### src/rtl/if_fetch_unit.sv
// ---------------------------------------------------------------------------
// if_fetch_unit
//   Instruction-fetch stage producer. Drives an SRAM-like instruction bus
//   (req / addr_ok / data_ok) and presents one instruction at a time to the
//   IF/ID segment register. Exactly one instruction is in progress at any
//   moment (requested, in flight, or held), so the instruction that is in
//   progress when ID reports a taken branch is by construction its delay slot.
//
//   Optional feature macro: IF_ADEL_CHECK_EN
//     When defined, a misaligned fetch PC suppresses the bus request and
//     presents a nop tagged with the address-error bit instead.
//
// Ports
//   clk, reset              clock (posedge), asynchronous active-high reset
//   stall                   IF/ID not accepting this cycle
//   refresh, flush_pc       pipeline flush and restart target
//   redirect, redirect_pc   taken branch/jump from ID (1-cycle pulse)
//   inst_req, inst_addr     bus request / word-aligned address
//   inst_addr_ok            request accepted
//   inst_data_ok, inst_rdata read data return
//   if_valid, if_pc,
//   if_inst, if_ex          instruction presented to IF/ID
// ---------------------------------------------------------------------------
module if_fetch_unit #(
  parameter logic [31:0] RESET_PC = 32'hBFC0_0000,
  parameter int          NUM_EX   = 16,
  parameter int          ADEL_BIT = 0
) (
  input  logic              clk,
  input  logic              reset,
  input  logic              stall,
  input  logic              refresh,
  input  logic [31:0]       flush_pc,
  input  logic              redirect,
  input  logic [31:0]       redirect_pc,
  output logic              inst_req,
  output logic [31:0]       inst_addr,
  input  logic              inst_addr_ok,
  input  logic              inst_data_ok,
  input  logic [31:0]       inst_rdata,
  output logic              if_valid,
  output logic [31:0]       if_pc,
  output logic [31:0]       if_inst,
  output logic [NUM_EX-1:0] if_ex
);

  typedef enum logic [1:0] {
    S_REQ  = 2'd0,
    S_RESP = 2'd1,
    S_HOLD = 2'd2,
    S_DROP = 2'd3
  } state_t;

  state_t      state_q, state_d;
  logic [31:0] fetch_pc_q, fetch_pc_d;
  logic [31:0] hold_inst_q, hold_inst_d;
  logic        redir_pend_q, redir_pend_d;
  logic [31:0] redir_tgt_q, redir_tgt_d;

  logic        adel;
  logic        adel_present;
  logic        deliver;

`ifdef IF_ADEL_CHECK_EN
  assign adel = (fetch_pc_q[1:0] != 2'b00);
`else
  assign adel = 1'b0;
`endif

  // ---- output decode (bus data passes straight through, no added latency)
  always_comb begin
    inst_req     = 1'b0;
    if_valid     = 1'b0;
    if_inst      = 32'h0;
    adel_present = 1'b0;
    if (!reset) begin
      inst_req = (state_q == S_REQ) && !adel;
      if (!refresh) begin
        unique case (state_q)
          S_REQ: begin
            // A misaligned PC is reported as a nop carrying the error flag.
            if_valid     = adel;
            adel_present = adel;
          end
          S_RESP: begin
            if_valid = inst_data_ok;
            if_inst  = inst_data_ok ? inst_rdata : 32'h0;
          end
          S_HOLD: begin
            if_valid = 1'b1;
            if_inst  = hold_inst_q;
          end
          default: ;
        endcase
      end
    end
  end

  assign inst_addr = {fetch_pc_q[31:2], 2'b00};
  assign if_pc     = fetch_pc_q;
  assign if_ex     = NUM_EX'(adel_present) << ADEL_BIT;
  assign deliver   = if_valid && !stall;

  // ---- next-state
  always_comb begin
    state_d      = state_q;
    fetch_pc_d   = fetch_pc_q;
    hold_inst_d  = hold_inst_q;
    redir_pend_d = redir_pend_q;
    redir_tgt_d  = redir_tgt_q;
    if (refresh) begin
      // Flush beats stall and redirect. Anything already accepted by the bus
      // must be drained through DROP so its data is not mistaken for the
      // restart target's instruction.
      fetch_pc_d   = flush_pc;
      redir_pend_d = 1'b0;
      unique case (state_q)
        S_REQ:   state_d = (inst_req && inst_addr_ok) ? S_DROP : S_REQ;
        S_RESP:  state_d = inst_data_ok ? S_REQ : S_DROP;
        S_HOLD:  state_d = S_REQ;
        S_DROP:  state_d = inst_data_ok ? S_REQ : S_DROP;
        default: state_d = S_REQ;
      endcase
    end else begin
      unique case (state_q)
        S_REQ: begin
          if (!adel && inst_addr_ok) state_d = S_RESP;
        end
        S_RESP: begin
          if (inst_data_ok) begin
            if (stall) begin
              hold_inst_d = inst_rdata;
              state_d     = S_HOLD;
            end else begin
              state_d = S_REQ;
            end
          end
        end
        S_HOLD: begin
          if (!stall) state_d = S_REQ;
        end
        S_DROP: begin
          if (inst_data_ok) state_d = S_REQ;
        end
        default: state_d = S_REQ;
      endcase

      if (deliver) begin
        // Same-cycle redirect wins over an older pending target.
        fetch_pc_d   = redirect     ? redirect_pc :
                       redir_pend_q ? redir_tgt_q : fetch_pc_q + 32'd4;
        redir_pend_d = 1'b0;
      end else if (redirect) begin
        // The in-progress instruction is the delay slot; remember the target.
        redir_pend_d = 1'b1;
        redir_tgt_d  = redirect_pc;
      end
    end
  end

  // ---- state registers
  always_ff @(posedge clk or posedge reset) begin
    if (reset) begin
      state_q      <= S_REQ;
      fetch_pc_q   <= RESET_PC;
      hold_inst_q  <= 32'h0;
      redir_pend_q <= 1'b0;
    end else begin
      state_q      <= state_d;
      fetch_pc_q   <= fetch_pc_d;
      hold_inst_q  <= hold_inst_d;
      redir_pend_q <= redir_pend_d;
    end
  end

  // Target is only meaningful while redir_pend_q is set.
  always_ff @(posedge clk) begin
    redir_tgt_q <= redir_tgt_d;
  end

endmodule

### config.mk
export PLATFORM = sky130hd
export DESIGN_NAME = if_fetch_unit
export DESIGN_NICKNAME = d
export VERILOG_FILES = /design/src/rtl/if_fetch_unit.sv
export SDC_FILE = /design/constraint.sdc
export NUM_CORES = 1
export LEC_CHECK = 0
export ABC_AREA = 1
export CORE_UTILIZATION = 40
export CTS_BUF_LIST = sky130_fd_sc_hd__clkbuf_8
export CTS_CLUSTER_DIAMETER = 80
export CTS_CLUSTER_SIZE = 30
export DETAILED_ROUTE_END_ITERATION = 7
export GPL_TIMING_DRIVEN = 0
export PLACE_DENSITY = 0.83
export RECOVER_POWER = 25
export SYNTH_ARGS = -nofsm -noshare
export SYNTH_HDL_FRONTEND = slang
export SYNTH_SLANG_ARGS = --single-unit
### constraint.sdc
create_clock -name clk -period 4.05 [get_ports clk]
set_clock_uncertainty 0.2 [all_clocks]
set_input_delay 0.6075 -clock clk [delete_from_list [all_inputs] [get_ports clk]]
set_output_delay 0.6075 -clock clk [all_outputs]
set_load 0.02 [all_outputs]
==> impl_results.md, run 1 <==
- Cells after Synth: around 800
- Routed len/inst: 15.0 µm
- Worst path cell trace: clkdlybuf4s50_1, bufinv_8, nand3_4, clkbuf_1, a21oi_1, clkdlybuf4s50_1
- Slew headroom: between 40 and 50%
- Core area: between 15000 and 20000 µm²
- Layout Cells excl Fill: around 1200
- Critical path arrival: roughly 3 ns
- Area after DPL: ~8500 µm²
- Die area: around 16000 µm²
- IO Pins: around 220
- Max Buffers Root-to-Sink: 2
- Total track usage: a little under a quarter
- CTS clock-pin slew for the worst setup and hold paths: ~0.10 ns
- GP Congestion: around 0.9
- Max-cap violations: 0
- Post-synth cell types: 35
- Port Buf Inserts: between 150 and 200
- Max Transition Viols Final: 0
- Status: finished, final reports clean
- Detailed Place HPWL: 13.9 mm
- Final setup violation count: 0
- Power Density: ~410 nW/µm²
- Routed vias/inst: a little over 5
- Initial antenna violation count: 3
- Most frequent CP cell: clkdlybuf4s50_1
- Worst slew pin tran: ~0.86 ns
- Startpoint Class: primary input
- Synth warn: 0
- RSZ-0062 raised after global routing: no
- Die X: around 130 µm
- Initial Util: about two fifths
- Final wirelength: approximately 18 mm
- DRT iter0 DRCs: 480
- Worst IR Drop VDD: 247 µV
- Num CTS Buffers: 9
- WHS: 0.296 ns
- Syn Area/Cell: between 7 and 8 µm²
- CP Max Fanout: 68
- Crit-path slowest cell: clkdlybuf4s50_1
- Vias in the first global route: ~5900
- H-tree depth: 3
- First-pass GRT wire length: ~29 mm
- Fin. Hold Viols: 0
- DRC viols: 0
- Leak: 3.64 nW
- Area Overhead vs Synth: 40.1%
- Die Y: approximately 130 µm
- Final net count: ~1100
- Clock Sinks: between 90 and 100
- ANT nets after route: 0
- Crit-path max cell delay: around 0.66 ns
- Sequential cell area fraction in the yosys report: 42.8%
- DR vias: just over 6000
- Post-route cell area: around 8700 µm²
- Kind of critical path: primary input to output port
- Initial DRT Pass Iterations: 7
- Post-Syn Area: roughly 6200 µm²
- Row cnt: 45
- Largest net degree at the start of global routing: between 60 and 70
- Root buf cell: clkbuf_8
- CTS tree: built
- FF+latch count, synth: between 90 and 100
- Grt total ovfl: 0
- Fmax achieved: about 260 MHz
- Fin crit period: about 3.8 ns
- Setup bufs post-CTS: 0
- Critical path data required time: 3.24 ns
- Clk_lat worst skew: ~0.38 ns
- Placed Cells: 1198
- Tcrit/Tclk final: a little over 90%
- Layout cells sized above 1: between 10% and 20%
- HP Class: flop to flop
- Crit. End Element: output port
==> area by class of cell <==
class,instances,area [µm²]
sequential,99,2650
antenna,1,2.50
fill,1348,6460
multi-input combinational,577,2890
tap,188,235
inverter,48,194
buffer,90,549
clock inverter,7,76.3
clock buffer,9,124
timing repair buffer,196,1960
==> metal layers <==
metal  share of wire [%]  wire, µm  global-route usage (%)  vias to the layer above
met2                  49      8970                    40.5                      289
met4                 2.8       507                    10.2                        4
li1                    -         -                       -                     3022
met5                0.15        27                       0                        -
met1                  40      7240                    25.7                     2818
met3                 8.4      1530                    6.41                       45
==> through the flow <==
stage / worst slack, ns / setup TNS, ns / utilization [%] / total power [W]
2_1_floorplan: 0.323 / 0 / - / 0.00232
3_3_place_gp: -1.52 / -105.02 / 55.9 / 0.00285
3_5_place_dp: -0.00441 / -0.00441 / 55.9 / 0.00289
4_1_cts: 0.158 / 0 / 57.2 / 0.00357
5_1_grt: 0.0588 / 0 / 57.3 / 0.00376
6_report: 0.272 / 0 / 57.3 / 0.00356
==> kinds of logic after synthesis <==
logic type      count (synthesis)  share of synthesized area (%)
simple gates                  417                           28.5
mux                            23                           4.18
compound gates                110                           11.0
fa+ha+maj                       7                           1.41
buf+inv                       138                           11.8
other cells                     1                         0.0605
flops                          99                           42.8
xor+xnor                        2                          0.283
==> what timing repair did <==
item | in CTS | in global routing
hold buffers | 0 | 0
endpoints found under the setup margin | 1 | 1
resized for setup | 1 | 1
pin swaps | 0 | 0
==> Yosys cell counts, drive strengths merged <==
library cell	count	area (µm²)
and2	3	18.8
a22oi	2	15.0
nand3	88	453
o21bai	9	67.6
nand2	235	895
a31oi	1	6.26
nor2	84	358
or2	7	43.8
dfstp	9	236
o22ai	2	12.5
conb	1	3.75
dfrtp	58	1450
o21ai	25	125
a22o	2	17.5
xor2	2	17.5
ha	7	87.6
a21oi	42	210
inv	48	180
edfxtp	32	961
o211ai	7	52.6
a221oi	20	175
clkbuf	24	93.8
buf	66	455
mux2	23	259
==> critical path, delay by kind of cell <==
family	cells	cell delay [ns]
buffers and inverters	4	1.92
AO/OA/AOI/OAI	1	0.23
AND/OR/NAND/NOR	1	0.20
==> final timing paths <==
check                      slack (ns)  depth (start not counted)             from              end
max                              0.27                          6            reset       if_inst[1]
min                              0.30                          2  hold_inst_q[22]  hold_inst_q[22]
max reg2reg                      1.17                          9       state_q[0]  redir_tgt_q[22]
min reg2reg                      0.30                          2  hold_inst_q[22]  hold_inst_q[22]
max in group asynchronous        2.73                          2            reset  hold_inst_q[25]
min in group asynchronous        0.54                          2            reset        if_pc[15]
==> cells in the final DEF, fill, tap and decap left out, drive strengths merged, types with 3 or more instances in the layout <==
cell type	n
nand2	235
clkdlybuf4s50	164
nand3	88
nor2	84
buf	66
dfrtp	58
inv	49
a21oi	42
clkbuf	33
dlygate4sd3	32
edfxtp	32
o21ai	25
mux2	23
a221oi	20
conb	18
o21bai	9
dfstp	9
or2	7
o211ai	7
ha	7
and2	3
clkinv	3
==> where the power goes <==
part / leakage [nW] / internal (W) / switching, W / total, W
Sequential: 1.10 / 0.00128 / 0.000193 / 0.00148
Clock: 0.102 / 0.000292 / 0.000391 / 0.000683
Combinational: 2.44 / 0.000658 / 0.000741 / 0.00140
==> state kept, by name, summed over array words and instances, names as in the netlist <==
signal	cells
hold_inst_q	32
if_pc	32
state_q	2
redir_pend_q	1
redir_tgt_q	32
Power figures use the tool's default switching activity.
==> run 2, diff against run 1 <==
Settings changed: CAP_MARGIN set to 20, DONT_BUFFER_PORTS set to 1, GPL_ROUTABILITY_DRIVEN set to 0, PLACE_DENSITY 0.83 to 0.65.
==> impl_results.md, run 2 (synthesis results as in run 1) <==
- Reg-to-reg endpoint: redir_tgt_q[19]
- WHS: 0.113 ns (-0.183 ns)
- Filler instances: 1564 (+16%)
- Power Density: 482 nW/µm² (+18%)
- Crit. End Element: output port
- Kind of critical path: primary input to output port
- Final wirelength: 17.4 mm (-4.9%)
- Die Y: 126 µm (unchanged)
- Crit-path slowest cell: dlygate4sd3_1
- Status: finished, final reports clean
- Num CTS Buffers: 9 (unchanged)
- DRT iter0 DRCs: 294 (-39%)
- Placed Cells: 1003 (-16%)
- Grt total ovfl: 0 (unchanged)
- Layout cells sized above 1: 16.5% (+3.0 points)
- Hold path cells: 0 (-2)
- Tcrit/Tclk final: 87.9% (-5.3 points)
- Commonest non-fill, non-tap cell in the layout: nand2_1
- Fmax achieved: 281 MHz (+6.1%)
- Row cnt: 45 (unchanged)
- Leak: 2.91 nW (-20%)
- Startpoint Class: primary input
- R2r startpoint: state_q[0]
- Max Transition Viols Final: 0 (unchanged)
- Total track usage: 22.0% (-0.88 points)
- Setup bufs post-CTS: 0 (unchanged)
- H-tree depth: 3 (unchanged)
- Core area: 15100 µm² (unchanged)
- Setup TNS: 0 ns (unchanged)
- Worst slew pin tran: 0.872 ns (+0.0118 ns)
- Initial Util: 40.9% (unchanged)
- Routed vias/inst: 5.21 (+2.5%)
- Port Buf Inserts: 0 (-100%)
- Initial antenna violation count: 0 (-3)
- CTS clock-pin slew for the worst setup and hold paths: 0.10 ns (about the same)
- Final setup violation count: 0 (unchanged)
- IO Pins: 217 (unchanged)
- Final net count: 937 (-17%)
- DRC viols: 0 (unchanged)
- # diodes: 0 (-1)
- CP Max Fanout: 35 (-49%)
- First-pass GRT wire length: 27.0 mm (-6.6%)
- Worst hold endpoint: redir_tgt_q[17]
- Largest net degree at the start of global routing: 36 (-48%)
- CP Buf/Inv Count: 4 (unchanged)
- Root buf cell: clkbuf_8
- Critical path arrival: 2.75 ns (-0.22 ns)
- CTS tree: built
- HP Start: redirect_pc[17]
- RSZ-0062 raised after global routing: no
- Max-cap violations: 0 (unchanged)
- Most frequent cells in the layout: nand2_1 (232), nand3_1 (87), nor2_1 (74), dfrtp_1 (58), buf_4 (48)
- Critical path data required time: 3.24 ns (about the same)
- Max Buffers Root-to-Sink: 2 (unchanged)
- Vias in the first global route: 4944 (-17%)
- DR vias: 5316 (-14%)
- Area Overhead vs Synth: 9.01%
- Fin. Hold Viols: 0 (unchanged)
- Routed len/inst: 17.0 µm (+13%)
- Initial DRT Pass Iterations: 5 (-2)
- Die area: 16000 µm² (unchanged)
- Crit-path max cell delay: 0.58 ns (-0.08 ns)
- Detailed Place HPWL: 13.4 mm (-3.5%)
- Slew headroom: 41.8% (-0.79 points)
- PostCTS Resize Cnt: 0 (-1)
- Clock Sinks: 99 (unchanged)
- Worst path cell trace: dlygate4sd3_1, inv_4, buf_12, nand3_4, clkbuf_1, a21oi_1
- FF-to-FF path depth: 9 (unchanged)
- Fin crit period: 3.56 ns (-0.217 ns)
- ANT nets after route: 0 (unchanged)
- Clk_lat worst skew: 0.38 ns (about the same)
- Layout Cells excl Fill: 1020 (-16%)
- Worst IR Drop VDD: 289 µV (+17%)
- HP Class: primary input to flop
- Flop2flop setup slack: 1.10 ns (-0.07 ns)
- CP top delay family: buffers and inverters
- Die X: 126 µm (unchanged)
==> run 2: where the power goes <==
part           internal, W  switching, W  total (W)
Sequential         0.00128      0.000264    0.00155
Clock             0.000361      0.000363   0.000725
Combinational     0.000379      0.000608   0.000987
==> run 2: worst max-delay path by stage <==
stage,slack [ns],start,cells past startpoint,endpoint
after floorplan,0.32,reset,7,redir_tgt_q[0]
after global placement,-0.98,reset,7,redir_tgt_q[10]
after detailed placement,0.95,reset,8,redir_tgt_q[8]
after CTS,0.39,reset,6,if_inst[25]
after global routing,0.28,reset,6,if_inst[25]
final,0.49,reset,6,if_inst[25]
==> run 2: what timing repair did <==
| action | 4_1_cts | 5_1_grt |
|---|---|---|
| endpoints found under the setup margin | 0 | 0 |
| hold buffers | 1 | 0 |
| endpoints found under the hold margin | 24 | 0 |
==> run 2: metal layers <==
layer | share of wire (%) | vias to the layer above | track usage [%] | wire (µm)
li1 | - | 2630 | - | -
met1 | 40 | 2438 | 26.0 | 6960
met2 | 50 | 224 | 38.3 | 8600
met3 | 8.4 | 24 | 5.99 | 1470
met4 | 2.0 | 0 | 8.08 | 344
met5 | 0 | - | 0 | 0
==> run 2: layout make-up <==
type	instances	area (µm²)	area share, %
buffer	90	549	8.13
clock buffer	10	138	2.04
clock inverter	6	81.3	1.20
inverter	48	183	2.70
multi-input combinational	577	2890	42.8
sequential	99	2650	39.2
tap	188	235	3.48
timing repair buffer	2	30.0	0.445
==> run 2: metrics by stage <==
step / worst slack, ns / cell area (µm²) / power, W / utilization [%]
after floorplan: 0.323 / 6260 / 0.00232 / -
after global placement: -0.978 / 6500 / 0.00252 / 42.9
after detailed placement: 0.946 / 6530 / 0.00255 / 43.1
after CTS: 0.392 / 6750 / 0.00328 / 44.6
after global routing: 0.276 / 6750 / 0.00346 / 44.6
final: 0.489 / 6750 / 0.00326 / 44.6
==> run 3, diff against run 2 <==
Settings changed: ABC_CLOCK_PERIOD_IN_PS set to 4050.
==> results of run 3 <==
Final layout, timing and power as in run 2 (identical DEF).
